`src/rtl/regset_port_ctrl_if.sv`:
```
// Register-set (BRAM) side bus: one write port and two synchronous read ports.
// master = controller, slave = register-set memory.
interface regset_port_ctrl_if;
    logic        rs_we;
    logic [5:0]  rs_wa;
    logic [31:0] rs_wd;
    logic        rs_wg;
    logic [5:0]  rs_ra1;
    logic [5:0]  rs_ra2;
    logic [31:0] rs_rd1;
    logic        rs_rg1;
    logic [31:0] rs_rd2;
    logic        rs_rg2;

    modport master (
        output rs_we, rs_wa, rs_wd, rs_wg, rs_ra1, rs_ra2,
        input  rs_rd1, rs_rg1, rs_rd2, rs_rg2
    );

    modport slave (
        input  rs_we, rs_wa, rs_wd, rs_wg, rs_ra1, rs_ra2,
        output rs_rd1, rs_rg1, rs_rd2, rs_rg2
    );
endinterface

```
`src/rtl/regset_port_ctrl.sv`:
```
// Front-end between the pipeline and the 64-entry BRAM register set: init sweep,
// stall-held read addressing, last-write bypass and x0 = 0 enforcement.
module regset_port_ctrl #(
    parameter logic [31:0] INIT_DATA   = 32'h0,
    parameter logic        INIT_GRUBBY = 1'b0
) (
    input  logic        clk,
    input  logic        rst,
    input  logic        wr_en,
    input  logic [5:0]  wr_addr,
    input  logic [31:0] wr_data,
    input  logic        wr_grubby,
    input  logic [5:0]  rd_addr1,
    input  logic [5:0]  rd_addr2,
    input  logic        stall,
    output logic        ready,
    output logic [31:0] rd_data1,
    output logic        rd_grubby1,
    output logic [31:0] rd_data2,
    output logic        rd_grubby2,
    regset_port_ctrl_if.master rs
);

    typedef enum logic {StInit, StRun} state_e;

    state_e      state_q, state_d;
    logic [5:0]  cnt_q, cnt_d;
    logic        ready_q;
    logic [5:0]  ha1_q, ha2_q;
    logic        bv_q;
    logic [5:0]  ba_q;
    logic [31:0] bd_q;
    logic        bg_q;

    logic        we;
    logic [5:0]  wa;
    logic [31:0] wd;
    logic        wg;

    always_ff @(posedge clk or posedge rst) begin
        if (rst) begin
            state_q <= StInit;
            cnt_q   <= 6'd0;
            ready_q <= 1'b0;
            ha1_q   <= 6'd0;
            ha2_q   <= 6'd0;
            bv_q    <= 1'b0;
            ba_q    <= 6'd0;
            bd_q    <= 32'd0;
            bg_q    <= 1'b0;
        end else begin
            state_q <= state_d;
            cnt_q   <= cnt_d;
            ready_q <= ready_q | (state_q == StRun);
            if (!stall) begin
                ha1_q <= rd_addr1;
                ha2_q <= rd_addr2;
            end
            bv_q <= (state_q == StRun) & we;
            ba_q <= wa;
            bd_q <= wd;
            bg_q <= wg;
        end
    end

    always_comb begin
        state_d = state_q;
        cnt_d   = cnt_q;
        we      = 1'b0;
        wa      = wr_addr;
        wd      = wr_data;
        wg      = wr_grubby;
        unique case (state_q)
            StInit: begin
                we    = 1'b1;
                wa    = cnt_q;
                wd    = INIT_DATA;
                wg    = INIT_GRUBBY;
                cnt_d = cnt_q + 6'd1;
                if (cnt_q == 6'd63) state_d = StRun;
            end
            StRun: we = wr_en && (wr_addr != 6'd0);
            default: ;
        endcase
    end

    // Write enable is held low while reset is asserted.
    always_comb begin
        rs.rs_we  = we & ~rst;
        rs.rs_wa  = wa;
        rs.rs_wd  = wd;
        rs.rs_wg  = wg;
        rs.rs_ra1 = stall ? ha1_q : rd_addr1;
        rs.rs_ra2 = stall ? ha2_q : rd_addr2;
    end

    assign ready = ready_q;

    // BRAM returns old data on read-during-write, so the last write is forwarded.
    always_comb begin
        rd_data1   = 32'd0;
        rd_grubby1 = 1'b0;
        rd_data2   = 32'd0;
        rd_grubby2 = 1'b0;
        if (state_q == StRun && ha1_q != 6'd0) begin
            if (bv_q && ba_q == ha1_q) begin
                rd_data1   = bd_q;
                rd_grubby1 = bg_q;
            end else begin
                rd_data1   = rs.rs_rd1;
                rd_grubby1 = rs.rs_rg1;
            end
        end
        if (state_q == StRun && ha2_q != 6'd0) begin
            if (bv_q && ba_q == ha2_q) begin
                rd_data2   = bd_q;
                rd_grubby2 = bg_q;
            end else begin
                rd_data2   = rs.rs_rd2;
                rd_grubby2 = rs.rs_rg2;
            end
        end
    end

endmodule
```
`src/flat_wrapper.sv`:
```
// flat-port wrapper written by rule: the top's interface ports become plain ports
module regset_port_ctrl_flat 
#(
    parameter logic [31:0] INIT_DATA   = 32'h0,
    parameter logic        INIT_GRUBBY = 1'b0
)
  (clk, rst, wr_en, wr_addr, wr_data, wr_grubby, rd_addr1, rd_addr2, stall, ready, rd_data1, rd_grubby1, rd_data2, rd_grubby2, rs_rs_we, rs_rs_wa, rs_rs_wd, rs_rs_wg, rs_rs_ra1, rs_rs_ra2, rs_rs_rd1, rs_rs_rg1, rs_rs_rd2, rs_rs_rg2);
  regset_port_ctrl_if rs_i ();
  input  logic clk;
  input  logic rst;
  input  logic wr_en;
  input  logic [5:0] wr_addr;
  input  logic [31:0] wr_data;
  input  logic wr_grubby;
  input  logic [5:0] rd_addr1;
  input  logic [5:0] rd_addr2;
  input  logic stall;
  output logic ready;
  output logic [31:0] rd_data1;
  output logic rd_grubby1;
  output logic [31:0] rd_data2;
  output logic rd_grubby2;
  output wire logic [$bits(rs_i.rs_we)-1:0] rs_rs_we;
  output wire logic [$bits(rs_i.rs_wa)-1:0] rs_rs_wa;
  output wire logic [$bits(rs_i.rs_wd)-1:0] rs_rs_wd;
  output wire logic [$bits(rs_i.rs_wg)-1:0] rs_rs_wg;
  output wire logic [$bits(rs_i.rs_ra1)-1:0] rs_rs_ra1;
  output wire logic [$bits(rs_i.rs_ra2)-1:0] rs_rs_ra2;
  input wire logic [$bits(rs_i.rs_rd1)-1:0] rs_rs_rd1;
  input wire logic [$bits(rs_i.rs_rg1)-1:0] rs_rs_rg1;
  input wire logic [$bits(rs_i.rs_rd2)-1:0] rs_rs_rd2;
  input wire logic [$bits(rs_i.rs_rg2)-1:0] rs_rs_rg2;
  assign rs_rs_we = rs_i.rs_we;
  assign rs_rs_wa = rs_i.rs_wa;
  assign rs_rs_wd = rs_i.rs_wd;
  assign rs_rs_wg = rs_i.rs_wg;
  assign rs_rs_ra1 = rs_i.rs_ra1;
  assign rs_rs_ra2 = rs_i.rs_ra2;
  assign rs_i.rs_rd1 = rs_rs_rd1;
  assign rs_i.rs_rg1 = rs_rs_rg1;
  assign rs_i.rs_rd2 = rs_rs_rd2;
  assign rs_i.rs_rg2 = rs_rs_rg2;
  regset_port_ctrl #(.INIT_DATA(INIT_DATA), .INIT_GRUBBY(INIT_GRUBBY)) u_core (.clk(clk), .rst(rst), .wr_en(wr_en), .wr_addr(wr_addr), .wr_data(wr_data), .wr_grubby(wr_grubby), .rd_addr1(rd_addr1), .rd_addr2(rd_addr2), .stall(stall), .ready(ready), .rd_data1(rd_data1), .rd_grubby1(rd_grubby1), .rd_data2(rd_data2), .rd_grubby2(rd_grubby2), .rs(rs_i));
endmodule
```
`config.mk`:
```
export PLATFORM = sky130hd
export DESIGN_NAME = regset_port_ctrl_flat
export DESIGN_NICKNAME = d
export VERILOG_FILES = /design/src/rtl/regset_port_ctrl_if.sv /design/src/rtl/regset_port_ctrl.sv /design/src/flat_wrapper.sv
export SDC_FILE = /design/constraint.sdc
export NUM_CORES = 1
export LEC_CHECK = 0
export ABC_CLOCK_PERIOD_IN_PS = 5700
export CAP_MARGIN = 20
export CORE_MARGIN = 2
export CORE_UTILIZATION = 39
export CTS_CLUSTER_SIZE = 14
export DETAILED_ROUTE_END_ITERATION = 10
export GPL_TIMING_DRIVEN = 0
export PLACE_DENSITY = 0.86
export SYNTH_ARGS = -nofsm -noshare
export SYNTH_HDL_FRONTEND = slang
export SYNTH_SLANG_ARGS = --single-unit
```
`constraint.sdc`:
```
create_clock -name clk -period 5.7 [get_ports clk]
set_clock_uncertainty 0.1 [all_clocks]
set_input_delay 1.14 -clock clk [delete_from_list [all_inputs] [get_ports clk]]
set_output_delay 1.14 -clock clk [all_outputs]
set_load 0.01 [all_outputs]
```
==> run summary, run 1 <==
Status: finished, final reports clean
Max-slew headroom: 0.6178
Core ar.: 9153 um2
Setup TNS: 0 ns
Setup crit start: wr_addr[4]
GR Util met2: 0.4636
Nets: 768
M3 GR Usage: 0.04022
WL per Instance: 17.59 um
Mapped cell area: 3633 um2
Clk root buf: clkbuf_8
I/O Pins: 240
Leakage: 2.571 nW
DRT iter0 DRCs: 139
Netlist cell types: 32
Seq/Total Area, Yosys: 0.4132
Critical Path Fanout Max: 2
Fin crit share: 0.7541
RSZ-0062 raised after global routing: false
Area grow syn2layout: 77.07%
Vias per inst: 5.201
Biggest area consumer among synthesized cells: dfrtp_1
Pre-antenna DRT Iters: 4
Die area: 10100 um2
CTS tree: yes
Final antenna-violating net count: 0
Hold crit path type: register to register
Maximum VDD drop: 130.1 uV
Finished Core Util: 0.7029
Tmin final: 4.299 ns
HPWL after detailed placement: 10500 um
GRT Util Overall: 0.2651
Busiest grt layer: met2
RR Startpoint: u_core.state_q
Die span in y: 100.5 um
Crit. End Element: primary output
Largest net degree at the start of global routing: 40
Final Max Tran Viols: 0
Finished Cell Area: 6434 um2
Clk_lat worst skew: 0.32 ns
Site row count: 35
Setup WS post-layout: 1.401 ns
Die W: 100.5 um
Post-CTS setup buffer count: 0
Initial Utilization: 0.3970
Syn_nets: 517
Max-Cap Viols: 0
Worst Tran Pin Value: 0.5734 ns
Reg clk slew, reported paths: 0.08 ns
Placed cell areas: 6185 um2
Clock tree sinks: 60
R2r worst-path depth: 3
First-pass GRT wire length: 20930 um
Total CTS buffers: 9
Mean post-synth cell area: 9.199 um2
Max Freq: 0.2326 GHz
Setup-failing EPs final: 0
Synth top area share: 0.4132
Diode count: 0
Pwr per Cell Area: 167.3 nW/um2
IO Port Bufs: 239
Cells after Synth: 395
Synthesis-stage register bit count: 60
Layout cells sized above 1: 0.1598
Drc violations: 0
Worst EP required: 4.46 ns
Hold path cells: 1
CP startpoint kind: input port
CTS HTree Levels: 3
Pre-CTS setup slack: 1.439 ns
Initial antenna violation count: 0
Bufs on Longest Clock Path: 2
YS warnings: 0
Grt ovf: 0
Vias in the first global route: 3948
Final GP Congestion: 0.8820
Crit path DAT: 3.06 ns
Met1 Use GR: 0.3459
Post-CTS sizing: 0
Kind of critical path: input port to primary output
Area contributors post-synth: dfrtp_1 41%, nand4_1 12%, o21ai_2 7.2%, nand2_1 7.0%, and2_1 5.7%
WL final: 13410 um
Final hold violations: 0
Hold-fix buffers at CTS: 0
Min-delay src: u_core.ready
Via count: 3963
kinds of logic (layout without fill, tap and decap cells):
| group | count (synthesis) | after routing | share of synthesized area |
|---|---|---|---|
| xor gates and xnor gates | 17 | 17 | 0.04098 |
| buffers and inverters | 42 | 298 | 0.07404 |
| adders and majority gates | 1 | 1 | 0.003443 |
| and+or+nand+nor | 185 | 185 | 0.2789 |
| DFF | 60 | 60 | 0.4132 |
| muxes | 18 | 18 | 0.05578 |
| AOI/OAI and AO/OA | 72 | 72 | 0.1336 |
sequential cells by signal (all words and copies together) (netlist names):
name and flops:
u_core.ready 1, u_core.bg_q 1, u_core.bv_q 1, u_core.bd_q 32
u_core.ba_q 6, u_core.ha2_q 6, u_core.cnt_q 6, u_core.state_q 1
u_core.ha1_q 6
worst max-delay path, cell delays in order:
cell and delay [ns]:
clkdlybuf4s50_1 0.41, or4_1 0.53, o31ai_1 0.36, a21oi_1 0.12, clkdlybuf4s50_1 0.49
area by class of cell:
class	instances	area [um2]
Clock buffer	9	123.9
Tap cell	111	138.9
Fill cell	706	2719
Multi-Input combinational cell	293	1863
Timing Repair Buffer	240	2412
Sequential cell	60	1501
Buffer	40	261.5
Inverter	2	7.507
Clock inverter	7	125.1
routing by layer:
| layer | part of all wire | wire length, um | vias up |
|---|---|---|---|
| met2 | 0.52 | 6939 | 159 |
| met4 | 0.011 | 153 | 0 |
| met5 | 0 | 0 | - |
| met1 | 0.41 | 5515 | 1876 |
| li1 | - | - | 1914 |
| met3 | 0.059 | 797 | 14 |
cells in the final DEF (no fill, tap or decap), types with 3 or more instances in the layout:
master / netlist / layout
nor2_1: 3 / 3
clkbuf_1: 8 / 8
mux2_2: 18 / 18
xor2_1: 7 / 7
o21ai_1: 36 / 36
xnor2_1: 10 / 10
o21ai_2: 30 / 30
clkinv_4: 0 / 4
nand4_1: 67 / 67
dfrtp_1: 60 / 60
bufinv_16: 0 / 3
clkdlybuf4s50_1: 0 / 239
dlymetal6s2s_1: 3 / 3
buf_6: 8 / 8
nand2_1: 68 / 68
clkbuf_8: 0 / 9
buf_2: 20 / 20
and2_1: 33 / 33
power by group:
part           internal, mW  switching, mW  leakage [nW]
logic                 0.105         0.0527          1.66
registers             0.434        0.00964         0.787
clock network         0.293          0.181         0.124
synth_stat cells:
cell type / instances
nand3_1: 2
o21ai_2: 30
and3_1: 1
a21oi_1: 1
nor2_1: 3
buf_6: 8
o31ai_1: 1
dlymetal6s2s_1: 3
xor2_1: 7
nand2_1: 68
nand4_1: 67
or2_2: 1
o21ai_0: 1
dfrtp_1: 60
nor3_4: 2
a21oi_2: 2
ha_1: 1
mux2_2: 18
clkbuf_1: 8
and2_1: 33
and2_4: 2
inv_1: 1
o21ai_1: 36
and4_4: 2
or4_1: 1
a21o_1: 1
xnor2_1: 10
nor4_1: 2
inv_2: 1
buf_1: 1
nor2b_1: 1
buf_2: 20
path summary, 6_finish.rpt:
kind	endpoint	slack, ns
setup reg to reg	u_core.ba_q[2]	4.14
max in group asynchronous	u_core.bd_q[0]	3.85
min in group asynchronous	u_core.bd_q[30]	1.09
hold reg to reg	u_core.ready	0.39
hold / removal	u_core.ready	0.39
setup / recovery	rs_rs_we	1.40
metrics by stage:
stage          std cells  hold WS, ns  total power [mW]
4_1_cts              762       0.3911             1.084
3_3_place_gp         745       0.3520            0.6042
5_1_grt              762       0.4050             1.117
2_1_floorplan        395       0.3624            0.4949
6_report             762       0.3931             1.077
3_5_place_dp         746       0.3707            0.6099
(Power assumes the default switching activity.)
==> inputs of run 2 (changes only) <==
- ABC_CLOCK_PERIOD_IN_PS: 5700 -> 4300
- CORE_UTILIZATION: 39 -> 37
- PLACE_DENSITY: 0.86 -> 0.82
- clock period: 5.7 -> 4.3 ns (I/O delays scaled with it)
==> run summary, run 2 (synthesis results as in run 1) <==
Status: finished, final reports clean
Grt ovf: 0 (unchanged)
Initial antenna violation count: 0 (unchanged)
Final hold violations: 0 (unchanged)
CP startpoint kind: input port
Tmin final: 3.683 ns
Hold-fix buffers at CTS: 0 (unchanged)
Reg2reg end: u_core.ba_q[2]
Vias per inst: 5.184 (-0.33%)
Setup-failing EPs final: 0 (unchanged)
Total CTS buffers: 9 (unchanged)
CTS HTree Levels: 3 (unchanged)
Max FFs per register: 32 (unchanged)
Final GP Congestion: 0.8826 (about the same)
# fillers: 854 (+21%)
Fin Hold WS: 0.3671 ns (-0.02599 ns)
Crit path DAT: 2.72 ns (-0.34 ns)
Max Freq: 0.2715 GHz
Max-slew headroom: 0.5942 (-0.02355)
Reg2reg setup slack: 2.71 ns (-1.43 ns)
Register Area: 1501 um2 (unchanged)
Pre-antenna DRT Iters: 4 (unchanged)
Kind of critical path: input port to primary output
Top reg by flops: u_core.bd_q
Vias in the first global route: 4058 (+2.8%)
HPWL after detailed placement: 10740 um (+2.4%)
Critical Path Fanout Max: 2 (unchanged)
Clock tree sinks: 60 (unchanged)
Maximum VDD drop: 162.8 uV (+25%)
Setup WS post-layout: 0.6170 ns (-0.7844 ns)
End of the critical path: rs_rs_we
Final Max Tran Viols: 0 (unchanged)
Placed cell count: 768 (+2.9%)
Area grow syn2layout: 76.69%
Site row count: 36 (+2.9%)
Post-Layout Cell Count: 784 (+2.9%)
RR Startpoint: u_core.state_q
Worst Tran Pin Value: 0.6087 ns (+0.03533 ns)
Initial Utilization: 0.3769 (-0.02005)
Die W: 103.1 um (+2.6%)
CTS tree: yes
Largest net degree at the start of global routing: 39 (-2.5%)
Worst EP required: 3.34 ns (-1.12 ns)
Post-CTS setup buffer count: 0 (unchanged)
Bufs on Longest Clock Path: 2 (unchanged)
Crit. End Element: primary output
Nets: 768 (unchanged)
R2r worst-path depth: 3 (unchanged)
Setup TNS: 0 ns (unchanged)
Pre-CTS setup slack: 0.6144 ns (-0.8243 ns)
Core ar.: 9639 um2 (+5.3%)
Max-Cap Viols: 0 (unchanged)
Setup crit start: wr_addr[4]
WL per Instance: 17.20 um (-2.3%)
Hold crit path type: register to register
Most frequent cells in the layout: 239 x clkdlybuf4s50_1, 68 x nand2_1, 67 x nand4_1
Layout cells sized above 1: 0.1598 (unchanged)
Die area: 10630 um2 (+5.2%)
WL final: 13480 um (+0.56%)
Commonest non-fill, non-tap cell in the layout: clkdlybuf4s50_1
Fin crit share: 0.8565
RSZ-0062 raised after global routing: false
GRT Util Overall: 0.2510 (-0.01412)
Footprint of the multi-input gates: 1863 um2 (unchanged)
Leakage: 2.555 nW (-0.62%)
Post-CTS sizing: 0 (unchanged)
Via count: 4064 (+2.5%)
IO Port Bufs: 239 (unchanged)
Reg clk slew, reported paths: 0.08 ns (about the same)
DRT iter0 DRCs: 131 (-5.8%)
First-pass GRT wire length: 20410 um (-2.5%)
Final antenna-violating net count: 0 (unchanged)
Pwr per Cell Area: 206.4 nW/um2 (+23%)
Clk root buf: clkbuf_8
Die span in y: 103.1 um (+2.6%)
Clk_lat worst skew: 0.33 ns (about the same)
Drc violations: 0 (unchanged)
Diode count: 0 (unchanged)
I/O Pins: 240 (unchanged)
-- run 2: changes by cell type in the layout (fill, tap and decap cells not counted) --
cell       before  now
clkinv_4        4    1
inv_6           0    3
bufinv_16       3    1
clkbuf_8        9   10
clkinv_2        0    1
-- run 2: worst min-delay path by stage --
stage                         start         endpoint  slack (ns)  cells past startpoint
floorplan           u_core.cnt_q[5]  u_core.cnt_q[5]        0.36                      1
detailed placement     u_core.ready     u_core.ready        0.35                      1
CTS                    u_core.ready     u_core.ready        0.37                      1
finish                 u_core.ready     u_core.ready        0.37                      1
global route           u_core.ready     u_core.ready        0.41                      1
global placement       u_core.ready     u_core.ready        0.35                      1
-- run 2: worst max-delay path, stage by stage --
cell and delay [ns]:
clkdlybuf4s50_1 0.41, or4_1 0.52, o31ai_1 0.32, a21oi_1 0.12, clkdlybuf4s50_1 0.49
-- run 2: metrics by stage --
step	util	power, mW	area (um2)
2_1_floorplan	-	0.6560	3633
5_1_grt	0.6660	1.380	6420
4_1_cts	0.6660	1.334	6420
3_5_place_dp	0.6445	0.8070	6212
6_report	0.6660	1.325	6420
3_3_place_gp	0.6424	0.8001	6192
-- run 2: power by group --
group	leakage (nW)	total, mW	internal, mW	switching [mW]
logic	1.66	0.209	0.140	0.0694
registers	0.787	0.587	0.575	0.0118
clock network	0.108	0.529	0.289	0.239
total	2.56	1.33	1.00	0.321
-- run 2: area by class of cell --
cell class / instances / share of cell area
clock inverter: 6 / 0.01091
multi-input combinational: 293 / 0.2902
timing repair buffer: 240 / 0.3758
inverter: 2 / 0.001169
tap: 133 / 0.02592
clock buffer: 10 / 0.02144
sequential: 60 / 0.2339
buffer: 40 / 0.04073
-- run 2: per-layer routing --
metal,GRT usage,vias up,wire (um)
met4,0.09717,0,359
met1,0.3050,1936,5326
met3,0.04542,33,898
met5,0,-,0
met2,0.4416,183,6896
li1,-,1912,-
==> inputs of run 3 (changes only) <==
- CORE_MARGIN: 2 -> not set
==> run summary, run 3 (synthesis results as in run 1) <==
Layout cells sized above 1: 0.1598 (unchanged)
Hold crit path type: register to register
Initial antenna violation count: 0 (unchanged)
Vias in the first global route: 4018 (-0.99%)
Core ar.: 9371 um2 (-2.8%)
Commonest non-fill, non-tap cell in the layout: clkdlybuf4s50_1
CP startpoint kind: input port
WL final: 13590 um (+0.78%)
Max-Cap Viols: 0 (unchanged)
WL per Instance: 17.42 um (+1.3%)
Diode count: 0 (unchanged)
Crit path DAT: 2.86 ns (+0.14 ns)
IO Port Bufs: 239 (unchanged)
HPWL after detailed placement: 10870 um (+1.2%)
Grt ovf: 0 (unchanged)
Bufs on Longest Clock Path: 2 (unchanged)
Post-CTS setup buffer count: 0 (unchanged)
Setup TNS: 0 ns (unchanged)
Critical Path Fanout Max: 2 (unchanged)
CP max-delay cell: or4_1
CTS HTree Levels: 3 (unchanged)
Worst Tran Pin Value: 0.5529 ns (-0.05579 ns)
Final antenna-violating net count: 0 (unchanged)
Initial Utilization: 0.3877 (+0.01077)
Status: finished, final reports clean
Fin Hold WS: 0.3985 ns (+0.03136 ns)
GRT Util Overall: 0.2683 (+0.01733)
Clk root buf: clkbuf_8
Final GP Congestion: 0.8405 (-4.8%)
PnR Total Power: 1.302 mW (-1.7%)
Max FFs per register: 32 (unchanged)
Die span in y: 101.1 um (-1.9%)
Pre-antenna DRT Iters: 4 (unchanged)
Area grow syn2layout: 76.31%
Clock tree sinks: 60 (unchanged)
Site row count: 35 (-2.8%)
Most frequent cells in the layout: 239 x clkdlybuf4s50_1, 68 x nand2_1, 67 x nand4_1
Top reg by flops: u_core.bd_q
Fin crit share: 0.8876 (+0.03112)
First-pass GRT wire length: 20900 um (+2.4%)
Hold-fix buffers at CTS: 0 (unchanged)
Die area: 10220 um2 (-3.8%)
Crit path largest cell delay: 0.52 ns (about the same)
Most used cell, CP: clkdlybuf4s50_1
CTS tree: yes
Setup-failing EPs final: 0 (unchanged)
Vias per inst: 5.176 (-0.15%)
Drc violations: 0 (unchanged)
Kind of critical path: input port to primary output
Largest net degree at the start of global routing: 41 (+5.1%)
Final hold violations: 0 (unchanged)
Max-slew headroom: 0.6314 (+0.03720)
I/O Pins: 240 (unchanged)
Final Max Tran Viols: 0 (unchanged)
Top Family by Delay on Critical Path: buffers and inverters
Total CTS buffers: 9 (unchanged)
RSZ-0062 raised after global routing: false
Tmin final: 3.817 ns (+0.1338 ns)
Nets: 768 (unchanged)
Post-CTS sizing: 0 (unchanged)
Leakage: 2.540 nW (-0.60%)
Cell Chain, Critical Path: clkdlybuf4s50_1 > or4_1 > o31ai_1 > a21oi_1 > clkdlybuf4s50_1
Pwr per Cell Area: 203.3 nW/um2 (-1.5%)
Die W: 101.1 um (-1.9%)
Clk_lat worst skew: 0.33 ns (about the same)
Worst EP required: 3.34 ns (about the same)
Via count: 4037 (-0.66%)
Crit. End Element: primary output
Buf/Inv on CP: 2 (unchanged)
Maximum VDD drop: 183.7 uV (+13%)
DRT iter0 DRCs: 137 (+4.6%)
Reg clk slew, reported paths: 0.08 ns (about the same)
Max Freq: 0.2620 GHz (-3.5%)
-- run 3: cell count changes in the layout (fill, tap and decap cells not counted) --
cell / before / now
clkinvlp_4: 0 / 3
clkinv_4: 1 / 0
clkbuf_8: 10 / 9
inv_6: 3 / 2
-- run 3: path summary, 6_finish.rpt --
check / startpoint / to / slack, ns / cells after the start
setup / recovery: wr_addr[4] / rs_rs_we / 0.48 / 5
hold / removal: u_core.ready / u_core.ready / 0.40 / 1
setup reg to reg: u_core.state_q / u_core.ba_q[3] / 2.72 / 3
hold reg to reg: u_core.ready / u_core.ready / 0.40 / 1
max in group asynchronous: rst / u_core.bg_q / 2.74 / 3
min in group asynchronous: rst / u_core.bd_q[25] / 0.81 / 2
-- run 3: power breakdown --
group | switching [mW] | total [mW] | internal [mW]
registers | 0.0120 | 0.587 | 0.575
logic | 0.0699 | 0.210 | 0.140
clock network | 0.235 | 0.505 | 0.270
-- run 3: per-layer routing --
layer	wire length [um]	track usage
met3	912	0.04993
met5	0	0
met2	6981	0.4568
met1	5340	0.3308
met4	351	0.1182
-- run 3: area by class of cell --
class | instances | area [um2]
buffer | 40 | 261.5
clock buffer | 9 | 123.9
clock inverter | 7 | 75.07
fill | 786 | 2965
inverter | 2 | 7.507
multi-input combinational | 293 | 1863
sequential | 60 | 1501
tap | 129 | 161.4
timing repair buffer | 240 | 2412
-- run 3: per-stage QoR --
step,cells,area (um2),setup WS (ns),utilization
CTS,780,6406,0.4513,0.6836
detailed placement,764,6207,0.4614,0.6624
finish,780,6406,0.4832,0.6836
floorplan,395,3633,1.581,-
global placement,763,6187,0.5622,0.6602
global route,780,6406,0.4079,0.6836
